### src/rtl/lc3_regfile_sb_pkg.sv
// Shared constants, read-source encoding and packed-port slicing helper
// for the scoreboarded LC-3 register file.
package lc3_rf_pkg;

  localparam int DEF_SEL_BITS   = 3;
  localparam int DEF_BIT_SIZE   = 16;
  localparam int DEF_CNT_BITS   = 2;
  localparam int DEF_READ_PORTS = 2;

  typedef enum logic [1:0] {
    SRC_REG = 2'd0,
    SRC_WB0 = 2'd1,
    SRC_WB1 = 2'd2
  } rd_src_e;

  // LSB of field `port` in a vector packing equal-width fields of `width` bits.
  function automatic int unsigned port_lsb(input int unsigned port,
                                           input int unsigned width);
    return port * width;
  endfunction

endpackage

### src/rtl/lc3_regfile_sb_if.sv
// Decode/write-back bus of the scoreboarded register file; master drives
// writes, selects and issue, slave returns read data and hazard status.
interface lc3_regfile_sb_if
  import lc3_rf_pkg::*;
#(
  parameter int SEL_BITS   = DEF_SEL_BITS,
  parameter int BIT_SIZE   = DEF_BIT_SIZE,
  parameter int READ_PORTS = DEF_READ_PORTS
) ();

  logic                           we0;
  logic [SEL_BITS-1:0]            DR0;
  logic [BIT_SIZE-1:0]            data0;
  logic                           we1;
  logic [SEL_BITS-1:0]            DR1;
  logic [BIT_SIZE-1:0]            data1;
  logic [READ_PORTS*SEL_BITS-1:0] sel_SR;
  logic [READ_PORTS*BIT_SIZE-1:0] SR;
  logic [READ_PORTS-1:0]          busy;
  logic                           issue_en;
  logic [SEL_BITS-1:0]            issue_DR;
  logic                           issue_ready;
  logic                           flush;

  modport master (
    output we0, DR0, data0, we1, DR1, data1, sel_SR, issue_en, issue_DR, flush,
    input  SR, busy, issue_ready
  );

  modport slave (
    input  we0, DR0, data0, we1, DR1, data1, sel_SR, issue_en, issue_DR, flush,
    output SR, busy, issue_ready
  );

endinterface

### src/rtl/lc3_regfile_sb_pending_ctr.sv
// Per-register pending-write counter: saturating up/down with two retire
// inputs and a synchronous clear.
module lc3_pending_ctr
  import lc3_rf_pkg::*;
#(
  parameter int CNT_BITS = DEF_CNT_BITS
) (
  input  logic                clk,
  input  logic                rst_n,
  input  logic                inc_i,
  input  logic                dec0_i,
  input  logic                dec1_i,
  input  logic                clr_i,
  output logic [CNT_BITS-1:0] count_o,
  output logic                is_zero_o,
  output logic                is_max_o
);

  localparam int W = CNT_BITS + 2;
  localparam logic [W-1:0] MAX_W = W'((1 << CNT_BITS) - 1);

  logic [CNT_BITS-1:0] count_q, count_d;
  logic [W-1:0]        up, down, net;

  // Widened arithmetic so +1 and -2 never wrap before clamping.
  always_comb begin
    up   = W'(count_q) + W'(inc_i);
    down = W'(dec0_i) + W'(dec1_i);
    net  = (up > down) ? (up - down) : '0;
    if (net > MAX_W) net = MAX_W;
    count_d = clr_i ? '0 : net[CNT_BITS-1:0];
  end

  always_ff @(posedge clk or negedge rst_n) begin
    if (!rst_n) count_q <= '0;
    else        count_q <= count_d;
  end

  assign count_o   = count_q;
  assign is_zero_o = (count_q == '0);
  assign is_max_o  = (count_q == '1);

endmodule

### src/rtl/lc3_regfile_sb.sv
// Multi-read, dual-write-back LC-3 register file with optional write bypass
// and per-register pending-write scoreboard for RAW hazard detection.
module lc3_regfile_sb
  import lc3_rf_pkg::*;
#(
  parameter int SEL_BITS   = DEF_SEL_BITS,
  parameter int BIT_SIZE   = DEF_BIT_SIZE,
  parameter int READ_PORTS = DEF_READ_PORTS,
  parameter int CNT_BITS   = DEF_CNT_BITS,
  parameter int BYPASS     = 1
) (
  input logic             clk,
  input logic             reset,
  lc3_regfile_sb_if.slave bus
);

  localparam int unsigned TOTAL_REGS = 1 << SEL_BITS;

  logic [BIT_SIZE-1:0]   regs_q [TOTAL_REGS];
  logic [BIT_SIZE-1:0]   regs_d [TOTAL_REGS];
  logic [CNT_BITS-1:0]   count_w [TOTAL_REGS];
  logic [CNT_BITS:0]     ret_w [TOTAL_REGS];
  logic [TOTAL_REGS-1:0] is_zero_w, is_max_w, dec0_w, dec1_w, inc_w;
  logic                  issue_ok;

  logic [READ_PORTS*BIT_SIZE-1:0] sr_w;
  logic [READ_PORTS-1:0]          busy_w;

  // Port 1 is applied last so it wins a same-register collision.
  always_comb begin
    regs_d = regs_q;
    if (bus.we0) regs_d[bus.DR0] = bus.data0;
    if (bus.we1) regs_d[bus.DR1] = bus.data1;
  end

  always_ff @(posedge clk or negedge reset) begin
    if (!reset) regs_q <= '{default: '0};
    else        regs_q <= regs_d;
  end

  for (genvar r = 0; r < TOTAL_REGS; r++) begin : g_reg
    assign dec0_w[r] = bus.we0 && (bus.DR0 == SEL_BITS'(r));
    assign dec1_w[r] = bus.we1 && (bus.DR1 == SEL_BITS'(r));
    assign inc_w[r]  = bus.issue_en && issue_ok && !bus.flush &&
                       (bus.issue_DR == SEL_BITS'(r));
    assign ret_w[r]  = (CNT_BITS+1)'(dec0_w[r]) + (CNT_BITS+1)'(dec1_w[r]);

    lc3_pending_ctr #(.CNT_BITS(CNT_BITS)) u_ctr (
      .clk       (clk),
      .rst_n     (reset),
      .inc_i     (inc_w[r]),
      .dec0_i    (dec0_w[r]),
      .dec1_i    (dec1_w[r]),
      .clr_i     (bus.flush),
      .count_o   (count_w[r]),
      .is_zero_o (is_zero_w[r]),
      .is_max_o  (is_max_w[r])
    );
  end

  // Depends on issue_DR only, never on issue_en.
  always_comb begin
    issue_ok = !is_max_w[bus.issue_DR];
    if ((BYPASS != 0) && (dec0_w[bus.issue_DR] || dec1_w[bus.issue_DR]))
      issue_ok = 1'b1;
    if (!reset) issue_ok = 1'b1;
  end

  for (genvar k = 0; k < READ_PORTS; k++) begin : g_rd
    localparam int unsigned SLSB = port_lsb(k, SEL_BITS);
    localparam int unsigned DLSB = port_lsb(k, BIT_SIZE);

    logic [SEL_BITS-1:0] sel;
    rd_src_e             src;
    logic [BIT_SIZE-1:0] rd;
    logic                bsy;

    assign sel = bus.sel_SR[SLSB +: SEL_BITS];

    always_comb begin
      src = SRC_REG;
      if (BYPASS != 0) begin
        if (dec1_w[sel])      src = SRC_WB1;
        else if (dec0_w[sel]) src = SRC_WB0;
      end
      unique case (src)
        SRC_WB1: rd = bus.data1;
        SRC_WB0: rd = bus.data0;
        default: rd = regs_q[sel];
      endcase
      // Bypassed busy: counter after this cycle's retires, before any issue.
      if (BYPASS != 0) bsy = ({1'b0, count_w[sel]} > ret_w[sel]);
      else             bsy = !is_zero_w[sel];
    end

    assign sr_w[DLSB +: BIT_SIZE] = reset ? rd : '0;
    assign busy_w[k]              = reset && bsy;
  end

  assign bus.SR          = sr_w;
  assign bus.busy        = busy_w;
  assign bus.issue_ready = issue_ok;

endmodule

### src/flat_wrapper.sv
// flat-port wrapper written by rule: the top's interface ports become plain ports
module lc3_regfile_sb_flat import lc3_rf_pkg::*;
#(
  parameter int SEL_BITS   = DEF_SEL_BITS,
  parameter int BIT_SIZE   = DEF_BIT_SIZE,
  parameter int READ_PORTS = DEF_READ_PORTS,
  parameter int CNT_BITS   = DEF_CNT_BITS,
  parameter int BYPASS     = 1
)
  (clk, reset, bus_we0, bus_DR0, bus_data0, bus_we1, bus_DR1, bus_data1, bus_sel_SR, bus_issue_en, bus_issue_DR, bus_flush, bus_SR, bus_busy, bus_issue_ready);
  lc3_regfile_sb_if #(.SEL_BITS(SEL_BITS), .BIT_SIZE(BIT_SIZE), .READ_PORTS(READ_PORTS)) bus_i ();
  input logic clk;
  input logic reset;
  input wire logic [$bits(bus_i.we0)-1:0] bus_we0;
  input wire logic [$bits(bus_i.DR0)-1:0] bus_DR0;
  input wire logic [$bits(bus_i.data0)-1:0] bus_data0;
  input wire logic [$bits(bus_i.we1)-1:0] bus_we1;
  input wire logic [$bits(bus_i.DR1)-1:0] bus_DR1;
  input wire logic [$bits(bus_i.data1)-1:0] bus_data1;
  input wire logic [$bits(bus_i.sel_SR)-1:0] bus_sel_SR;
  input wire logic [$bits(bus_i.issue_en)-1:0] bus_issue_en;
  input wire logic [$bits(bus_i.issue_DR)-1:0] bus_issue_DR;
  input wire logic [$bits(bus_i.flush)-1:0] bus_flush;
  output wire logic [$bits(bus_i.SR)-1:0] bus_SR;
  output wire logic [$bits(bus_i.busy)-1:0] bus_busy;
  output wire logic [$bits(bus_i.issue_ready)-1:0] bus_issue_ready;
  assign bus_i.we0 = bus_we0;
  assign bus_i.DR0 = bus_DR0;
  assign bus_i.data0 = bus_data0;
  assign bus_i.we1 = bus_we1;
  assign bus_i.DR1 = bus_DR1;
  assign bus_i.data1 = bus_data1;
  assign bus_i.sel_SR = bus_sel_SR;
  assign bus_i.issue_en = bus_issue_en;
  assign bus_i.issue_DR = bus_issue_DR;
  assign bus_i.flush = bus_flush;
  assign bus_SR = bus_i.SR;
  assign bus_busy = bus_i.busy;
  assign bus_issue_ready = bus_i.issue_ready;
  lc3_regfile_sb #(.SEL_BITS(SEL_BITS), .BIT_SIZE(BIT_SIZE), .READ_PORTS(READ_PORTS), .CNT_BITS(CNT_BITS), .BYPASS(BYPASS)) u_core (.clk(clk), .reset(reset), .bus(bus_i));
endmodule
### config.mk
export PLATFORM = sky130hd
export DESIGN_NAME = lc3_regfile_sb_flat
export DESIGN_NICKNAME = d
export VERILOG_FILES = /design/src/rtl/lc3_regfile_sb_pkg.sv /design/src/rtl/lc3_regfile_sb_if.sv /design/src/rtl/lc3_regfile_sb_pending_ctr.sv /design/src/rtl/lc3_regfile_sb.sv /design/src/flat_wrapper.sv
export SDC_FILE = /design/constraint.sdc
export NUM_CORES = 1
export LEC_CHECK = 0
export CAP_MARGIN = 10
export CORE_MARGIN = 1
export CORE_UTILIZATION = 55
export DETAILED_ROUTE_END_ITERATION = 16
export DONT_BUFFER_PORTS = 1
export PLACE_DENSITY = 0.77
export SYNTH_ARGS = -nofsm -noshare
export SYNTH_HDL_FRONTEND = slang
export SYNTH_SLANG_ARGS = --single-unit
export TNS_END_PERCENT = 50
### constraint.sdc
create_clock -name clk -period 5.4 [get_ports clk]
set_input_delay 1.08 -clock clk [delete_from_list [all_inputs] [get_ports clk]]
set_output_delay 1.08 -clock clk [all_outputs]
set_load 0.1 [all_outputs]
==> results.toml <==
[critical_path]
critical_path_class = "in -> out"
cp_cell_sequence = "nand4b_2, buf_4, clkinv_1, ha_1, mux4_2, mux2_2, ha_1, nand2_1, nand2_1, nor2_2, buf_12"
r2r_slack_ns = 2.37
cp_slowest_stage_delay_ns = 0.47
cp.required_ns = 4.32
rr_worst_depth = 11
cp_max_fo = 17
endpoint_kind = "output pin"
crit_path_top_delay_cell = "mux4_2"
cp_data_arrival_time_ns = 3.49
reg2reg_from = "u_core.g_reg[1].u_ctr.count_o[1]$_DFF_PN0_"
rr_endpoint = "u_core.g_reg[0].u_ctr.count_o[0]$_DFF_PN0_"
cp-start-kind = "input pin"

[floorplanning]
die_h_um = 146
fp-row-count = 52
die_x_um = 146
dieArea_um2 = 21200
core_um2 = 20200
start_util_pct = 56.0
ios = 88

[cts]
clkTransAtPathRegs_ns = 0.07
clock_sinks = 144
post_cts_buffers = 0
clk_latency_ns = 0.43
cts_hold_buffers = 0
clockBufferDepth = 2
ctsRootBufferMaster = "clkbuf_16"
cts_buffers = 17
cts_tree = "done"
htree_levels = 4
cts-resized-gates = 0

[synth]
synth_fa_ha_area_share_pct = 6.80
synth_top_family_by_area = "multiplexers"
synth_cells = 1214
synth-compound-area-share_pct = 12.9
seq_area_frac_synth_pct = 31.8
ys_warn_count = 0
synth_xor_area_share_pct = 0.927
ys_types = 45
synth_flop_cell = "dfrtp_1"
yosys.area_share.simple_pct = 15.5
postSynth.asyncResetShare_pct = 100
synth.net_count = 1319
yosys-mux-area-fraction_pct = 25.2
mappedNetlistArea_um2 = 11300
synth_edf_count = 0
ys_ff_latch = 144
avgSynthCellArea_um2 = 9.34

[final_layout]
final_cell_mix = "nand2_1, dfrtp_1, mux2i_1"
drive_above_1_share_pct = 18.8
final_common_cell = "nand2_1"
insertedDiodeCount = 0
area_delta_synth_final_pct = 7.54
final_nets = 1265
final_util_pct = 60.2

[placed_design]
dp_hpwl_mm = 20.5
portBuffers = 0
gp_congestion = 0.901

[power_and_ir_drop]
switchingPower_mw = 1.52
power_density_nw_per_um2 = 337
p_int_mw = 2.59
power.share.combinational_pct = 33.8
p_leak_nw = 5.07
max-vdd-ir-drop_v = 0.000324
sw_frac_of_total_pct = 36.9
seqPwrFrac_pct = 36.6
p_clk_share_pct = 29.6
p_total_mw = 4.11

[drt]
viasPerCell = 6.65
vias = 9601
detail_route.wl_per_cell_um = 23.8
drc_errors = 0
drt_iter0_drc = 965
drt-total-wl_mm = 34.4
drt_pass1_iterations = 5
ant_nets = 0

[sta]
slew_headroom_pct = 25.9
finalHoldViolCount = 0
tightest_slew_ns = 1.11
fin_setup_tns_ns = 0
setup_viol = 0
fin_crit_sh_pct = 84.6
finalCriticalPeriod_ns = 4.57
rsz0062_at_grt = "false"
fin_skew_ns = 0.00455
slew_viol_final = 0
clock.fmax_ghz = 0.219

[worst_hold_path]
hp-class = "in -> async"

[grt]
grtUsageTotal_pct = 33.6
grt_pass1_wl_mm = 53.9
grt_max_degree = 156
grt_overflow_total = 0
grt_pass1_vias = 9676
antenna_found_initial = 0

[flow_run]
maxCapViolations = 0

[status]
status = "completed"
==> stage by stage <==
step	area, um2	cells	worst slack, ns	hold slack, ns
finish	12200	1443	0.830	0.337
global route	12200	1443	0.770	0.325
CTS	12200	1443	0.840	0.332
detailed placement	11600	1411	0.854	0.545
global placement	11600	1411	0.911	0.537
floorplan	11300	1214	-0.245	0.525
==> critical path: cells and delay by family <==
family | cells | cell delay (ns)
mux | 2 | 0.75
buf+inv | 3 | 0.63
fa+ha+maj | 2 | 0.61
simple gates | 4 | 0.41
==> synthesized netlist by cell type, types with 23 or more instances <==
| master | number | share of area [%] |
|---|---|---|
| nand2_1 | 268 | 8.9 |
| mux4_2 | 80 | 16 |
| mux2i_1 | 100 | 8.8 |
| a31oi_1 | 65 | 3.6 |
| nor2_1 | 76 | 2.5 |
| o21ai_1 | 87 | 3.8 |
| buf_2 | 23 | 1.0 |
| inv_1 | 38 | 1.3 |
| a21oi_1 | 38 | 1.7 |
| buf_4 | 23 | 1.5 |
| o21ai_0 | 43 | 1.9 |
| ha_1 | 36 | 4.0 |
| dfrtp_1 | 144 | 32 |
| clkbuf_1 | 65 | 2.2 |
==> final cells by class <==
| cell class | count | area [um2] |
|---|---|---|
| sequential | 144 | 3600 |
| clock buffer | 18 | 429 |
| tap | 270 | 338 |
| timing repair buffer | 50 | 400 |
| clock inverter | 14 | 160 |
| inverter | 43 | 161 |
| fill | 1637 | 8050 |
| multi-input combinational | 904 | 7100 |
==> routing by layer <==
layer  vias up  global-route usage (%)  routed length [um]
li1       4189                       -                   -
met1      4749                    45.0               13500
met3        91                    6.99                3540
met4         0                    13.5                1040
met5         -                       0                   0
met2       572                    53.7               16300
==> how the worst max path moves through the flow <==
stage / to / cells past startpoint / from / slack [ns]
2_1_floorplan: bus_busy[1] / 11 / bus_we1 / -0.25
3_3_place_gp: bus_busy[0] / 11 / bus_DR0[1] / 0.91
3_5_place_dp: bus_busy[0] / 11 / bus_DR0[1] / 0.85
4_1_cts: bus_busy[0] / 11 / bus_DR0[1] / 0.84
5_1_grt: bus_busy[0] / 11 / bus_DR0[1] / 0.77
6_report: bus_busy[0] / 11 / bus_DR0[1] / 0.83
==> power by group through the flow <==
stage                     clock, mW  sequential (mW)  combinational (mW)
after CTS                      1.22             1.50                1.38
final                          1.22             1.51                1.39
after global routing           1.26             1.53                1.49
after detailed placement          0             1.51                1.37
after global placement            0             1.49                1.34
after floorplan                   0             1.45                1.21
==> state kept, by name (all words and copies together), names as in the netlist <==
register                flops
u_core.g.u_ctr.count_o     16
u_core.regs_q             128
==> logic make-up after synthesis <==
family | count (synthesis)
compound gates | 260
xor+xnor | 12
mux | 185
fa+ha+maj | 52
simple gates | 395
buf+inv | 166
flops | 144
(Power assumes the default switching activity.)
